$ cat config.mk
export PLATFORM = sky130hd
export DESIGN_NAME = bcp_trail_controller
export DESIGN_NICKNAME = d
export VERILOG_FILES = /design/src/rtl/bcp_pkg.sv /design/src/rtl/bcp_trail_stack.sv /design/src/rtl/bcp_trail_controller.sv
export SDC_FILE = /design/constraint.sdc
export NUM_CORES = 1
export LEC_CHECK = 0
export BUFFER_PORTS_ARGS = -buffer_cell sky130_fd_sc_hd__buf_2
export CORE_MARGIN = 5
export CORE_UTILIZATION = 45
export DETAILED_ROUTE_END_ITERATION = 10
export RECOVER_POWER = 100
export SLEW_MARGIN = 20
export SYNTH_ARGS = -nofsm -noshare
export SYNTH_HDL_FRONTEND = slang
export SYNTH_SLANG_ARGS = --single-unit
$ cat constraint.sdc
create_clock -name clk_i -period 7.52 [get_ports clk_i]
set_input_delay 1.128 -clock clk_i [delete_from_list [all_inputs] [get_ports clk_i]]
set_output_delay 1.128 -clock clk_i [all_outputs]
set_load 0.02 [all_outputs]
$ cat src/rtl/bcp_pkg.sv
// Shared types and sizing for the BCP assignment trail: entry layout, FSM states, widths.
package bcp_pkg;

   localparam int FORMULA_MAX_VARIABLE  = 20;
   localparam int VARIABLE_ENCODING_LEN = $clog2(FORMULA_MAX_VARIABLE + 1);
   localparam int LEVEL_LEN             = $clog2(FORMULA_MAX_VARIABLE + 1);
   localparam int TRAIL_DEPTH           = FORMULA_MAX_VARIABLE;
   localparam int DEPTH_LEN             = $clog2(TRAIL_DEPTH + 1);

   typedef struct packed {
      logic [VARIABLE_ENCODING_LEN-1:0] var_id;
      logic                             value;
      logic                             is_decision;
      logic [LEVEL_LEN-1:0]             level;
   } trail_entry_t;

   typedef enum logic [1:0] {
      IDLE = 2'd0,
      POP  = 2'd1,
      DONE = 2'd2
   } trail_state_t;

endpackage

$ cat src/rtl/bcp_trail_stack.sv
// Register-array LIFO holding the assignment trail; top entry is readable combinationally.
// Push on a full stack and pop on an empty stack are ignored; the controller never issues both together.
module bcp_trail_stack
   import bcp_pkg::*;
(
   input  logic                 clk,
   input  logic                 rst,
   input  logic                 push,
   input  trail_entry_t         push_entry,
   input  logic                 pop,
   output trail_entry_t         top,
   output logic [DEPTH_LEN-1:0] depth,
   output logic                 full
);

   trail_entry_t         mem [TRAIL_DEPTH];
   logic [DEPTH_LEN-1:0] count;

   assign full  = (count == DEPTH_LEN'(TRAIL_DEPTH));
   assign depth = count;
   assign top   = (count != '0) ? mem[count - 1'b1] : '0;

   always_ff @(posedge clk) begin
      if (rst) begin
         count <= '0;
      end else if (push && !full) begin
         count <= count + 1'b1;
      end else if (pop && count != '0) begin
         count <= count - 1'b1;
      end
   end

   // Storage is not reset: entries above the count are never observed.
   always_ff @(posedge clk) begin
      if (!rst && push && !full) begin
         mem[count] <= push_entry;
      end
   end

endmodule

$ cat src/rtl/bcp_trail_controller.sv
// Trail recorder and backtrack sequencer: one unassign per cycle while the top entry is above target,
// then a one-cycle done pulse carrying the lowest-level decision popped. Pushes outside IDLE or when full are dropped.
module bcp_trail_controller
   import bcp_pkg::*;
(
   input  logic                             clk_i,
   input  logic                             rst_i,
   input  logic                             push_valid_i,
   input  logic [VARIABLE_ENCODING_LEN-1:0] push_var_id_i,
   input  logic                             push_value_i,
   input  logic                             push_is_decision_i,
   output logic                             push_ready_o,
   input  logic                             backtrack_req_i,
   input  logic [LEVEL_LEN-1:0]             backtrack_level_i,
   output logic                             unassign_valid_o,
   output logic [VARIABLE_ENCODING_LEN-1:0] unassign_var_id_o,
   output logic                             backtrack_done_o,
   output logic                             flip_valid_o,
   output logic [VARIABLE_ENCODING_LEN-1:0] flip_var_id_o,
   output logic                             flip_value_o,
   output logic                             busy_o,
   output logic [LEVEL_LEN-1:0]             current_level_o,
   output logic [DEPTH_LEN-1:0]             depth_o,
   output logic                             full_o,
   output logic                             overflow_o
);

   trail_state_t                     state;
   logic [LEVEL_LEN-1:0]             level;
   logic [LEVEL_LEN-1:0]             target;
   logic                             overflow;
   logic                             flip_valid;
   logic [VARIABLE_ENCODING_LEN-1:0] flip_var;
   logic                             flip_value;

   trail_entry_t                     top;
   trail_entry_t                     push_entry;
   logic [DEPTH_LEN-1:0]             depth;
   logic                             full;
   logic                             push_ok;
   logic                             pop_ok;

   always_comb begin
      push_ok = (state == IDLE) && push_valid_i && !full &&
                !(push_is_decision_i && level == LEVEL_LEN'(FORMULA_MAX_VARIABLE));
      pop_ok  = (state == POP) && (depth != '0) && (top.level > target);
      push_entry.var_id      = push_var_id_i;
      push_entry.value       = push_value_i;
      push_entry.is_decision = push_is_decision_i;
      push_entry.level       = push_is_decision_i ? level + 1'b1 : level;
   end

   bcp_trail_stack u_stack (
      .clk        (clk_i),
      .rst        (rst_i),
      .push       (push_ok),
      .push_entry (push_entry),
      .pop        (pop_ok),
      .top        (top),
      .depth      (depth),
      .full       (full)
   );

   always_ff @(posedge clk_i) begin
      if (rst_i) begin
         state      <= IDLE;
         level      <= '0;
         target     <= '0;
         overflow   <= 1'b0;
         flip_valid <= 1'b0;
         flip_var   <= '0;
         flip_value <= 1'b0;
      end else begin
         if (push_valid_i && !push_ok) begin
            overflow <= 1'b1;
         end
         if (push_ok && push_is_decision_i) begin
            level <= level + 1'b1;
         end
         case (state)
            IDLE: begin
               if (backtrack_req_i) begin
                  target     <= backtrack_level_i;
                  flip_valid <= 1'b0;
                  state      <= POP;
               end
            end
            POP: begin
               // Pops run in descending level order, so the last decision seen is the lowest-level one.
               if (pop_ok) begin
                  if (top.is_decision) begin
                     flip_valid <= 1'b1;
                     flip_var   <= top.var_id;
                     flip_value <= top.value;
                  end
               end else begin
                  state <= DONE;
               end
            end
            DONE: begin
               if (target < level) begin
                  level <= target;
               end
               state <= IDLE;
            end
            default: state <= IDLE;
         endcase
      end
   end

   assign unassign_valid_o  = pop_ok;
   assign unassign_var_id_o = pop_ok ? top.var_id : '0;
   assign backtrack_done_o  = (state == DONE);
   assign flip_valid_o      = (state == DONE) && flip_valid;
   assign flip_var_id_o     = flip_valid_o ? flip_var : '0;
   assign flip_value_o      = flip_valid_o && flip_value;
   assign busy_o            = (state != IDLE);
   assign push_ready_o      = (state == IDLE) && !full;
   assign current_level_o   = level;
   assign depth_o           = depth;
   assign full_o            = full;
   assign overflow_o        = overflow;

endmodule

# Word level (Yosys, flattened, before mapping)

Memories as Yosys holds them, arrays and structs flattened.
Index checks and enable logic that the tools add are counted.

Register bits: 25
Latch bits: 0
Memory bits (writable): 240
Bits in read-only memories: 0
Input bits: 16
Output and inout bits: 28
Logic and storage cells: 68
Memories: 1

Memories:

| name        | depth | bits a word | rd ports | clocked after memory_dff | wr ports | RTL line              | text |
|---|---|---|---|---|---|---|---|
| u_stack.mem | 20    | 12          | 1        | 0                        | 1        | bcp_trail_stack.sv:16 | `trail_entry_t mem [TRAIL_DEPTH];` |

Add/subtract/negate cells: 3
Multiply operators: 0
Div/mod/pow operators: 0
Order comparisons: 2
Equal/unequal tests: 8
Shift operators: 0
Multiplexer cells: 18
Bitwise gates (word level): 0
Reductions and logical operators: 28

Operators by type and width:

| kind                | number |
|---|---|
| $mux 5              | 8 |
| $logic_and 1x1->1   | 15 |
| $mux 12             | 1 |
| $add 5x1->5 const B | 2 |
| $eq 5x5->1 const B  | 2 |
| $ne 2x2->1 const B  | 4 |
| $reduce_bool 2->1   | 3 |
| $gt 5x5->1          | 1 |
| $lt 5x5->1          | 1 |
| $mux 1              | 5 |
| $reduce_bool 5->1   | 1 |
| $sub 5x1->5 const B | 1 |
| $logic_not 1->1     | 4 |
| $mux 2              | 2 |
| $pmux 2 s2          | 1 |
| $reduce_and 2->1    | 2 |
| $reduce_and 4->1    | 1 |
| $reduce_and 3->1    | 1 |
| $eq 2x1->1 const B  | 1 |
| $eq 2x2->1 const B  | 1 |
| $logic_not 2->1     | 1 |
| $pmux 1 s2          | 1 |

# Depth between registers and ports, before layout

Word-level depth: 8
Gate-level depth with buffers: 23
Mapped depth without buffers: 15

# Hierarchy

Synthesis repeated with hierarchy kept, for this count alone.

Cell total of the unflattened synthesis: 654
Area total of the unflattened synthesis: 11229.5 um^2

Modules (own cells, without submodules):

| module               | times used | cells an instance | area an instance (um^2) | sequential area each (um^2) |
|---|---|---|---|---|
| bcp_trail_stack      | 1          | 496               | 9922.0                  | 7307.0 |
| bcp_trail_controller | 1          | 158               | 1307.5                  | 400.4 |

# Worst setup path before layout

Ideal clock, no wire load.

Path type: register to output
Start: register u_stack.count[0], in the netlist u_stack.depth[0]
End: output port unassign_var_id_o[0]
Arrival time: 4336 ps
Path slack: 2056 ps
Stages on the path, launching flop included: 21
Cells stage by stage: dfxtp_1 -> buf_6 -> buf_12 -> buf_12 -> buf_4 -> inv_1 -> ha_1 -> buf_2 -> clkbuf_1 -> mux4_2 -> mux4_2 -> nand2_1 -> a21oi_1 -> ha_1 -> a21oi_1 -> a21o_1 -> a21o_1 -> buf_4 -> inv_4 -> buf_2 -> and2_1

Cells in the longest elaborated chain, start to end: 6

Ends and longest elaborated chain:

| element                    | RTL line                    | text |
|---|---|---|
| start, declared            | bcp_trail_stack.sv:17       | `logic [DEPTH_LEN-1:0] count;` |
| start signal, assigned     | bcp_trail_stack.sv:27       | `count <= count + 1'b1;` |
| start signal, assigned     | bcp_trail_stack.sv:29       | `count <= count - 1'b1;` |
| $sub 5x1->5                | bcp_trail_stack.sv:21       | `assign top = (count != '0) ? mem[count - 1'b1] : '0;` |
| $mem_v2 20x12              | n/a                         |  |
| $mux 12                    | bcp_trail_stack.sv:21       |  |
| $gt 5x5->1                 | bcp_trail_controller.sv:46  | `pop_ok = (state == POP) && (depth != '0) && (top.level > target);` |
| $logic_and 1x1->1 *        | bcp_trail_controller.sv:46  |  |
| named net unassign_valid_o | bcp_trail_controller.sv:15  | `output logic unassign_valid_o,` |
| $mux 5 *                   | bcp_trail_controller.sv:112 | `assign unassign_var_id_o = pop_ok ? top.var_id : '0;` |
| end, declared              | bcp_trail_controller.sv:16  | `output logic [VARIABLE_ENCODING_LEN-1:0] unassign_var_id_o,` |

Mark *: on every way through the listed nets, which the timed path passes. The rest lies on a longest branch.

# Final worst setup path

Start: register u_stack.count[0], in the netlist u_stack.depth[0]
End: output port unassign_var_id_o[3]

Cells in the longest elaborated chain, start to end: 6

Ends and longest elaborated chain:

| element           | RTL line |
|---|---|
| $sub 5x1->5       | bcp_trail_stack.sv:21 |
| $mem_v2 20x12     | n/a |
| $mux 12           | bcp_trail_stack.sv:21 |
| $gt 5x5->1        | bcp_trail_controller.sv:46 |
| $logic_and 1x1->1 | bcp_trail_controller.sv:46 |
| $mux 5 *          | bcp_trail_controller.sv:112 |

Mark *: on every way between the ends. The rest lies on a longest branch, timed or not.

==> results.py <==
metrics = {
    "clock_tree": {
        "clkLatencyLatePin_ps": 550,
        "max-clock-path-buffers": 3,
        "clock-sinks": 265,
        "clkTransAtPathRegs_ps": 70,
        "cts_hold_buffers": 0,
        "root_buffer": "clkbuf_16",
        "cts_resized": 0,
        "cts_buffers": 27,
        "tritoncts": "built",
        "htree_levels": 1,
        "post_cts.repair.setup_buffers": 0,
    },
    "timing": {
        "tightest_slew_ps": 1690,
        "setup_viol": 0,
        "finalClockSkew_ps": 16.1,
        "fin_crit_ps": 6240,
        "rsz0062_at_grt": "no",
        "hold_viol_final": 0,
        "fin_setup_tns_ps": 0,
        "finalMaxSlewViolations": 91,
        "fmax_mhz": 160,
        "slew_headroom_pct": -13.1,
        "period_share_pct": 83.0,
        "fin_ws_ps": 1280,
    },
    "critical_path": {
        "worstSetupPathType": "reg -> out",
        "reg2reg_setup_slack_ps": 2680,
        "crit_fanout": 37,
        "r2r-start": "u_stack.depth[0]",
        "crit_path_start_kind": "flop",
        "critPathLaunch": "u_stack.depth[0]",
        "cp_data_required_time_ps": 6390,
        "endpoint_kind": "output pin",
        "cp_data_arrival_time_ps": 5120,
    },
    "finish": {
        "areaGrowthSynthToFinish_pct": 11.6,
        "multi_input_area_um2": 3060,
        "regArea_um2": 7710,
        "drive_gt1_share_pct": 19.0,
        "diodes": 0,
        "fillers": 2043,
        "fin_nets": 707,
    },
    "drt": {
        "ant_nets": 0,
        "drt-vias-per-instance": 5.77,
        "drt-initial-drc-count": 514,
        "totalWireLength_mm": 24.9,
        "route.detailed.drc": 0,
        "wl_per_cell_um": 24.4,
        "via_count": 5883,
        "drt_first_pass_iters": 4,
    },
    "yosys": {
        "synth_area_um2": 11000,
        "synth-main-ff-cell": "edfxtp_1",
        "ys_async_sr_fraction_pct": 0,
        "ys_seq_area_share_pct": 69.9,
        "synth-edff-count": 240,
        "synth_cell_types": 51,
        "synthesis.nets": 646,
        "synth-compound-area-share_pct": 3.60,
        "muxShareOfSynthArea_pct": 14.8,
        "synth_top_family_by_area": "multiplexers",
        "synth_fa_ha_area_share_pct": 1.82,
        "syn_inst": 614,
        "synth_simple_gate_area_share_pct": 6.22,
        "synth_seq_cells": 265,
        "yosysWarningCount": 0,
        "synth_xor_area_share_pct": 1.41,
        "synth_area_per_cell_um2": 18.0,
    },
    "floorplanning": {
        "fp.dieW_um": 167,
        "core.rowCount": 57,
        "initial_utilization_pct": 45.5,
        "pin_count": 44,
        "dieArea_um2": 27700,
        "die_h_um": 167,
        "core_area_um2": 24200,
    },
    "hold_path": {
        "hp-start": "overflow_o",
        "min_path_type": "reg -> reg",
    },
    "power_and_ir_drop": {
        "p_int_mw": 2.77,
        "cellPowerDensity_nw_per_um2": 322,
        "switchingPower_mw": 1.20,
        "vdd_drop_max_v": 0.000209,
        "power_frac_clock_pct": 31.2,
        "switching_share_pct": 30.2,
        "leakagePower_nw": 3.94,
        "share_comb_of_total_power_pct": 25.7,
        "p_seq_share_pct": 43.1,
    },
    "grt": {
        "grt-ovfl-total": 0,
        "grt_pass1_vias": 5915,
        "track_usage_pct": 17.8,
        "grt_max_degree": 38,
        "grt_pass1_wl_mm": 37.5,
        "antenna_found_initial": 0,
    },
    "placed_design": {
        "port_buffers": 43,
        "gp_congestion": 0.817,
        "place_ws_ps": 1820,
        "place_hpwl_mm": 15.2,
    },
    "run_status": {
        "violations": "max-capacitance violations, max-slew violations",
        "outcome": "complete, but fails checks",
    },
    "run": {
        "drv_cap": 7,
    },
}
[area by class of cell]
type / count / share of cell area [%]
Clock inverter: 16 / 0.925
Tap cell: 324 / 3.29
Sequential cell: 265 / 62.6
Clock buffer: 33 / 5.67
Multi-Input combinational cell: 303 / 24.8
Timing Repair Buffer: 64 / 2.19
Inverter: 14 / 0.447
[cell families after synthesis]
group | count (synthesis)
flip-flops | 265
adder cells (fa/ha/maj) | 16
XOR/XNOR | 16
AO/OA/AOI/OAI | 58
buffers and inverters | 46
AND/OR/NAND/NOR | 136
multiplexers | 77
[placed cells by master, fill, tap and decap left out, drive strengths merged, types with 3 or more instances in the layout]
| cell | Yosys | final |
|---|---|---|
| ha | 16 | 16 |
| a21o | 6 | 6 |
| nor3 | 4 | 4 |
| xnor2 | 10 | 10 |
| a211oi | 11 | 11 |
| dfxtp | 25 | 25 |
| clkinv | 0 | 13 |
| o21ai | 8 | 8 |
| inv | 14 | 15 |
| nand4 | 13 | 13 |
| and3 | 7 | 7 |
| nand2 | 31 | 31 |
| nor2b | 4 | 4 |
| nand3 | 25 | 25 |
| clkbuf | 9 | 82 |
| edfxtp | 240 | 240 |
| nor2 | 35 | 35 |
| a22oi | 3 | 3 |
| mux4 | 65 | 65 |
| mux2 | 10 | 10 |
| and2 | 7 | 7 |
| a21oi | 22 | 22 |
| xor2 | 6 | 6 |
| buf | 23 | 15 |
[cells in the mapped netlist, types with 13 or more instances]
library cell / instances / area, µm²
a21oi_1: 22 / 110
edfxtp_1: 240 / 7210
nand4_1: 13 / 81.3
nor2_1: 33 / 124
nand3_1: 25 / 125
ha_1: 16 / 200
buf_2: 15 / 75.1
inv_1: 13 / 48.8
dfxtp_1: 25 / 500
nand2_1: 31 / 116
mux4_2: 56 / 1260
[final timing paths]
kind                               end  depth (start not counted)
hold reg to reg             overflow_o                          2
hold / removal              overflow_o                          2
setup reg to reg      u_stack.depth[3]                         14
setup / recovery  unassign_var_id_o[3]                         13
[layer usage]
metal / up-vias / GRT usage (%) / wire, µm
met5: - / 0 / 0
met4: 0 / 4.73 / 624
met3: 45 / 2.65 / 1070
met2: 178 / 29.5 / 12300
met1: 3085 / 25.1 / 10900
li1: 2575 / - / -
[sequential cells by signal, summed over array words and instances (netlist names)]
register / flops
state: 2
current_level_o: 5
target: 5
flip_valid: 1
u_stack.mem: 240
flip_value: 1
u_stack.depth: 5
overflow_o: 1
flip_var: 5
[through the flow]
step | total power [mW] | instance area, µm² | utilization [%] | hold WS (ps) | instances
after floorplan | 2.48 | 11000 | - | 454 | 614
after global placement | 2.76 | 11600 | 48.0 | 454 | 970
after detailed placement | 2.78 | 11600 | 48.0 | 456 | 970
after CTS | 4.01 | 12500 | 51.4 | 474 | 1019
after global routing | 4.13 | 12300 | 50.8 | 507 | 1019
final | 3.96 | 12300 | 50.8 | 480 | 1019
[worst max-delay path, cell delays in order, from the launching register on]
cell and delay, ps:
dfxtp_4 800, inv_1 220, ha_2 920, buf_4 540, mux4_2 370, nand2_1 80
a21oi_1 90, ha_1 320, nand2_1 100, o211ai_1 110, a21o_1 330, inv_4 220
and2_1 150, clkbuf_1 240
[power groups by stage]
stage	combinational, mW	sequential [mW]	clock (mW)
5_1_grt	1.09	1.72	1.32
4_1_cts	1.04	1.71	1.26
2_1_floorplan	0.772	1.70	0
6_report	1.02	1.71	1.24
3_5_place_dp	1.04	1.74	0
3_3_place_gp	1.02	1.74	0
(Power assumes the default switching activity.)
